`src/rtl/charlieplex_keyscan.sv`:
```
// Charlieplexed key-matrix scanner: drives one pin low at a time, samples
// the rest and streams key press/release events on a valid/ready port.
//
// Ports:
//   clk, rst_n      system clock, asynchronous active-low reset
//   enable          scan enable, checked only at the end of a phase
//   in              raw pulled-up pad inputs (asynchronous)
//   out_en          pad output enable, one-hot while scanning, else 0
//   out_value       pad output value, tied low
//   event_valid     event pending
//   event_ready     consumer accepts the pending event
//   event_index     key index of the pending event
//   event_pressed   1 = press, 0 = release
//   key_state       current scanned key state, 1 = pressed
module charlieplex_keyscan #(
   parameter int PINCOUNT      = 4,
   parameter int SETTLE_CYCLES = 8,
   parameter int INDEXBITS     = $clog2(PINCOUNT*(PINCOUNT-1))
) (
   input  logic                             clk,
   input  logic                             rst_n,
   input  logic                             enable,
   input  logic [PINCOUNT-1:0]              in,
   output logic [PINCOUNT-1:0]              out_en,
   output logic [PINCOUNT-1:0]              out_value,
   output logic                             event_valid,
   input  logic                             event_ready,
   output logic [INDEXBITS-1:0]             event_index,
   output logic                             event_pressed,
   output logic [PINCOUNT*(PINCOUNT-1)-1:0] key_state
);

   localparam int NKEYS = PINCOUNT*(PINCOUNT-1);
   localparam int PW    = $clog2(PINCOUNT);
   localparam int CW    = $clog2(SETTLE_CYCLES+1);

   localparam logic [PW-1:0] PMAX = PW'(PINCOUNT-1);
   localparam logic [CW-1:0] CMAX = CW'(SETTLE_CYCLES-1);

   typedef enum logic [2:0] {
      S_IDLE,
      S_DRIVE,
      S_SAMPLE,
      S_COMPARE,
      S_WAIT
   } state_t;

   state_t               state_q, state_d;
   logic [PW-1:0]        d_q, d_d;
   logic [PW-1:0]        s_q, s_d;
   logic [CW-1:0]        cnt_q, cnt_d;
   logic [PINCOUNT-1:0]  sync1_q, sync1_d;
   logic [PINCOUNT-1:0]  sync2_q, sync2_d;
   logic [PINCOUNT-1:0]  sample_q, sample_d;
   logic [PINCOUNT-1:0]  out_en_q, out_en_d;
   logic                 ev_valid_q, ev_valid_d;
   logic [INDEXBITS-1:0] ev_index_q, ev_index_d;
   logic                 ev_pressed_q, ev_pressed_d;
   logic [NKEYS-1:0]     ks_q, ks_d;

   logic [INDEXBITS-1:0] k;
   logic                 pressed;
   logic                 last_s;
   logic                 phase_end;
   logic [PW-1:0]        d_next;

   // Sense pins below the drive pin keep their number, those above
   // shift down by one, so every drive pin owns PINCOUNT-1 slots.
   function automatic logic [INDEXBITS-1:0] key_idx(
      input logic [PW-1:0] dv,
      input logic [PW-1:0] sv
   );
      int idx;
      idx = int'(dv) * (PINCOUNT-1)
          + ((sv < dv) ? int'(sv) : int'(sv) - 1);
      return INDEXBITS'(idx);
   endfunction

   always_comb begin
      state_d      = state_q;
      d_d          = d_q;
      s_d          = s_q;
      cnt_d        = cnt_q;
      sample_d     = sample_q;
      out_en_d     = out_en_q;
      ev_valid_d   = ev_valid_q;
      ev_index_d   = ev_index_q;
      ev_pressed_d = ev_pressed_q;
      ks_d         = ks_q;
      sync1_d      = in;
      sync2_d      = sync1_q;

      k         = key_idx(d_q, s_q);
      pressed   = ~sample_q[s_q];
      last_s    = (s_q == PMAX);
      d_next    = (d_q == PMAX) ? '0 : d_q + PW'(1);
      phase_end = 1'b0;

      unique case (state_q)
         S_IDLE: begin
            if (enable) begin
               state_d  = S_DRIVE;
               d_d      = '0;
               cnt_d    = '0;
               out_en_d = PINCOUNT'(1);
            end
         end
         S_DRIVE: begin
            if (cnt_q == CMAX) begin
               state_d = S_SAMPLE;
            end else begin
               cnt_d = cnt_q + CW'(1);
            end
         end
         S_SAMPLE: begin
            sample_d = sync2_q;
            s_d      = '0;
            state_d  = S_COMPARE;
         end
         S_COMPARE: begin
            if (s_q != d_q && pressed != ks_q[k]) begin
               ev_valid_d   = 1'b1;
               ev_index_d   = k;
               ev_pressed_d = pressed;
               state_d      = S_WAIT;
            end else if (last_s) begin
               phase_end = 1'b1;
            end else begin
               s_d = s_q + PW'(1);
            end
         end
         S_WAIT: begin
            if (ev_valid_q && event_ready) begin
               ks_d[ev_index_q] = ev_pressed_q;
               ev_valid_d       = 1'b0;
               if (last_s) begin
                  phase_end = 1'b1;
               end else begin
                  s_d     = s_q + PW'(1);
                  state_d = S_COMPARE;
               end
            end
         end
         default: begin
            state_d = S_IDLE;
         end
      endcase

      // Next drive pin is selected here so out_en changes on the same
      // edge that closes the phase.
      if (phase_end) begin
         d_d = d_next;
         s_d = '0;
         if (enable) begin
            state_d  = S_DRIVE;
            cnt_d    = '0;
            out_en_d = PINCOUNT'(1) << d_next;
         end else begin
            state_d  = S_IDLE;
            out_en_d = '0;
         end
      end
   end

   always_ff @(posedge clk or negedge rst_n) begin
      if (!rst_n) begin
         state_q      <= S_IDLE;
         d_q          <= '0;
         s_q          <= '0;
         cnt_q        <= '0;
         sync1_q      <= '1;
         sync2_q      <= '1;
         sample_q     <= '1;
         out_en_q     <= '0;
         ev_valid_q   <= 1'b0;
         ev_index_q   <= '0;
         ev_pressed_q <= 1'b0;
         ks_q         <= '0;
      end else begin
         state_q      <= state_d;
         d_q          <= d_d;
         s_q          <= s_d;
         cnt_q        <= cnt_d;
         sync1_q      <= sync1_d;
         sync2_q      <= sync2_d;
         sample_q     <= sample_d;
         out_en_q     <= out_en_d;
         ev_valid_q   <= ev_valid_d;
         ev_index_q   <= ev_index_d;
         ev_pressed_q <= ev_pressed_d;
         ks_q         <= ks_d;
      end
   end

   assign out_en        = out_en_q;
   assign out_value     = '0;
   assign event_valid   = ev_valid_q;
   assign event_index   = ev_index_q;
   assign event_pressed = ev_pressed_q;
   assign key_state     = ks_q;

endmodule

```
`config.mk`:
```
export PLATFORM = sky130hd
export DESIGN_NAME = charlieplex_keyscan
export DESIGN_NICKNAME = d
export VERILOG_FILES = /design/src/rtl/charlieplex_keyscan.sv
export SDC_FILE = /design/constraint.sdc
export NUM_CORES = 1
export LEC_CHECK = 0
export CORE_MARGIN = 2
export CORE_UTILIZATION = 56
export CTS_BUF_LIST = sky130_fd_sc_hd__clkbuf_8
export CTS_CLUSTER_SIZE = 24
export DETAILED_ROUTE_END_ITERATION = 6
export MAX_ROUTING_LAYER = met4
export PLACE_DENSITY_LB_ADDON = 0.3
export SLEW_MARGIN = 10
export SYNTH_ARGS = -nofsm -noshare
export SYNTH_HDL_FRONTEND = slang
export SYNTH_SLANG_ARGS = --single-unit
```
`constraint.sdc`:
```
create_clock -name clk -period 4.9 [get_ports clk]
set_clock_uncertainty 0.2 [all_clocks]
set_input_delay 1.47 -clock clk [delete_from_list [all_inputs] [get_ports clk]]
set_output_delay 1.47 -clock clk [all_outputs]
set_load 0.01 [all_outputs]
```
==> results.tsv <==
stage	metric	value	unit
layout	n_diodes	0	
logic_synthesis	largest family of logic cells by synthesized area	simple AND/OR/NAND/NOR gates	
sta	setup violators final	0	
global_routing	Most Used Layer, Global Route	met2	
global_routing	GR Overflow Total	0	
clock_tree	total CTS buffers	5	
clock_tree	root buffer cell	clkbuf_8	
drt	1st-iter DRT viols	36	
drt	vias per cell	5.618	
logic_synthesis	Primary FF master, synth	dfrtp_1	
flow_run	Max Cap Viol	0	
clock_tree	post-cts sizing count	0	
placement	IO Port Bufs	29	
global_routing	number of antenna violations at the first check in global routing	0	
drt	Routed WL per cell	15.01	µm
logic_synthesis	Synth Cell Area	2454	µm²
drt	Antenna Nets Post-Route	0	
worst_setup_path	CP Capture Type	flop	
clock_tree	hold buffer count at cts	0	
logic_synthesis	Async SR Flop Fraction	100.0	%
layout	layout cells sized above 1	20.63	%
sta	fin crit share	91.02	%
sta	Final Slew Violations	0	
logic_synthesis	Yosys top cell by area	dfrtp_1	
die	standard-cell rows	24	
placement	gp weighted congestion	0.7865	
layout	Layout area overhead	17.54	%
logic_synthesis	Netlist cell types	50	
layout	# fillers	334	
drt	# DRC	0	
logic_synthesis	Post-synth top cells	33 x dfrtp_1, 31 x nand2_1, 15 x mux2_2, 15 x nor2_1	
outcome	status	completed	
global_routing	vias in the first global route	1655	
die	Die H	70.19	µm
clock_tree	# clock sinks	45	
clock_tree	# H-tree levels	2	
placement	post-DP HPWL	3280	µm
layout	Layout Utilization	67.16	%
global_routing	met2 Usage GRT	32.49	%
sta	TNS Setup	0	ps
drt	via count	1708	
clock_tree	Setup Buffers After CTS	0	
sta	final hold vios	0	
clock_tree	Clock Tree Buf Depth	2	
logic_synthesis	Syn Inst Count	219	
logic_synthesis	cell with the most instances after synthesis	dfrtp_1	
die	die area	4927	µm²
clock_tree	Worst-path clk slew	90	ps
sta	Hold Slack	158.9	ps
logic_synthesis	Compound-Gate Fraction of Synth Area	8.108	%
die	Starting Density	57.14	%
power_and_ir_drop	Static Leakage	0.001234	µW
clock_tree	TritonCTS clock tree	yes	
sta	worst rel slew slack	36.57	%
logic_synthesis	synthesis-stage register bit count	45	
power_and_ir_drop	PwrDens	588.0	nW/µm²
global_routing	grt met1 use	27.00	%
sta	RSZ-0062 raised after global routing	no	
drt	DR pass1 iterations	6	
drt	final wirelength	4563	µm
global_routing	GRT Util Overall	20.62	%
logic_synthesis	Synth area leaders	dfrtp_1 34%, dfstp_2 13%, mux2_2 6.9%	
sta	Period minus WS final	4460	ps
logic_synthesis	synth warn	0	
worst_setup_path	Max FO, Critical Path	13	
worst_setup_path	CP Launch Type	flop	
global_routing	largest net degree at the start of global routing	46	
logic_synthesis	Syn Area/Cell	11.20	µm²
layout	nets@finish	273	
die	# IOs	34	
global_routing	global-route wire length before repair	7831	µm
logic_synthesis	Synth Area in Adders	7.751	%
sta	actual slew at the worst max-slew pin	951.4	ps
logic_synthesis	Simple-Gate Fraction of Synth Area	17.19	%
worst_setup_path	worst path arrival time	4440	ps
global_routing	met3 Use GR	4.185	%
logic_synthesis	Synth top area share	33.66	%
power_and_ir_drop	total power	1696	µW
power_and_ir_drop	VDD IR-drop max	353.3	µV
logic_synthesis	sequential area share after synthesis	46.51	%
logic_synthesis	XOR/XNOR share of the synthesized area	1.734	%
worst_setup_path	WP data required	4890	ps
clock_tree	clock latency on the worst-skew pair	290	ps
hold_path	Hold WC Path Type	reg -> reg	
worst_setup_path	Crit Path Category	reg -> reg	
logic_synthesis	EDFF count, synth	0	
die	Die X	70.19	µm
die	core area	4294	µm²
logic_synthesis	mux share of post-synthesis cell area	14.89	%
sta	fmax	224.2	MHz
power by group:
part           switching (µW)  internal (µW)
registers                 109            484
logic                     406            413
clock network             130            153
critical path, cell delays in order, from the launching register on:
cell,delay [ps]
dfrtp_1,400
inv_1,190
ha_1,280
a21oi_1,280
mux2_2,390
fa_1,430
inv_1,80
ha_1,140
inv_1,50
fa_1,410
xor2_1,190
nand3_1,180
nand3_4,130
nor4b_2,300
nor3_2,80
buf_4,200
a2111o_1,410
per-stage QoR:
| stage | cell area [µm²] | instances | worst slack [ps] |
|---|---|---|---|
| finish | 2884 | 304 | 440.2 |
| global route | 2884 | 304 | 219.9 |
| CTS | 2884 | 304 | 442.1 |
| detailed placement | 2770 | 296 | 462.9 |
| global placement | 2770 | 296 | 615.2 |
| floorplan | 2465 | 222 | 827.5 |
final timing paths:
kind,slack (ps),start,end,depth (start not counted)
min,160,sync1_q[0]$_DFF_PN1_,sync2_q[0]$_DFF_PN1_,0
min reg2reg,160,sync1_q[0]$_DFF_PN1_,sync2_q[0]$_DFF_PN1_,0
max in group asynchronous,2790,rst_n,state_q[2]$_DFFE_PN0P_,1
max,440,d_q[1]$_DFFE_PN0P_,state_q[0]$_DFFE_PN0P_,16
min in group asynchronous,1120,rst_n,s_q[0]$_DFFE_PN0P_,1
max reg2reg,440,d_q[1]$_DFFE_PN0P_,state_q[0]$_DFFE_PN0P_,16
placed cells by master (no fill, tap or decap), types with 4 or more instances in the layout:
| master | count |
|---|---|
| a21oi_1 | 11 |
| clkbuf_8 | 5 |
| clkdlybuf4s50_1 | 28 |
| conb_1 | 4 |
| dfrtp_1 | 33 |
| dfstp_2 | 12 |
| ha_1 | 12 |
| inv_1 | 10 |
| mux2_2 | 15 |
| mux2i_1 | 8 |
| nand2_1 | 31 |
| nand3_1 | 6 |
| nor2_1 | 15 |
| o21ai_0 | 9 |
sequential cells by signal, indices dropped and copies added, names as in the netlist:
register	count
cnt_q	4
d_q	2
event_index	4
event_pressed	1
event_valid	1
key_state	12
out_en	4
s_q	2
sample_q	4
state_q	3
sync1_q	4
sync2_q	4
kinds of logic (layout without fill, tap and decap cells):
family          Yosys count  count (layout)
simple gates             78              78
flops                    45              45
compound gates           31              31
mux                      28              28
buf+inv                  18              48
fa+ha+maj                14              14
xor+xnor                  4               4
other cells               1               4
routing by layer:
layer	wire length, µm	share of wire [%]
met2	2293	50
met3	146	3.2
met5	0	0
met4	29	0.64
met1	2093	46
final cells by class:
| class | count | area [µm²] | share of cell area [%] |
|---|---|---|---|
| Clock buffer | 5 | 68.82 | 2.386 |
| Inverter | 10 | 37.54 | 1.302 |
| Clock inverter | 3 | 45.04 | 1.562 |
| Tap cell | 52 | 65.06 | 2.256 |
| Multi-Input combinational cell | 159 | 1234 | 42.78 |
| Sequential cell | 45 | 1141 | 39.57 |
| Timing Repair Buffer | 30 | 292.8 | 10.15 |
Note: power is estimated with default switching activity, not from simulation.
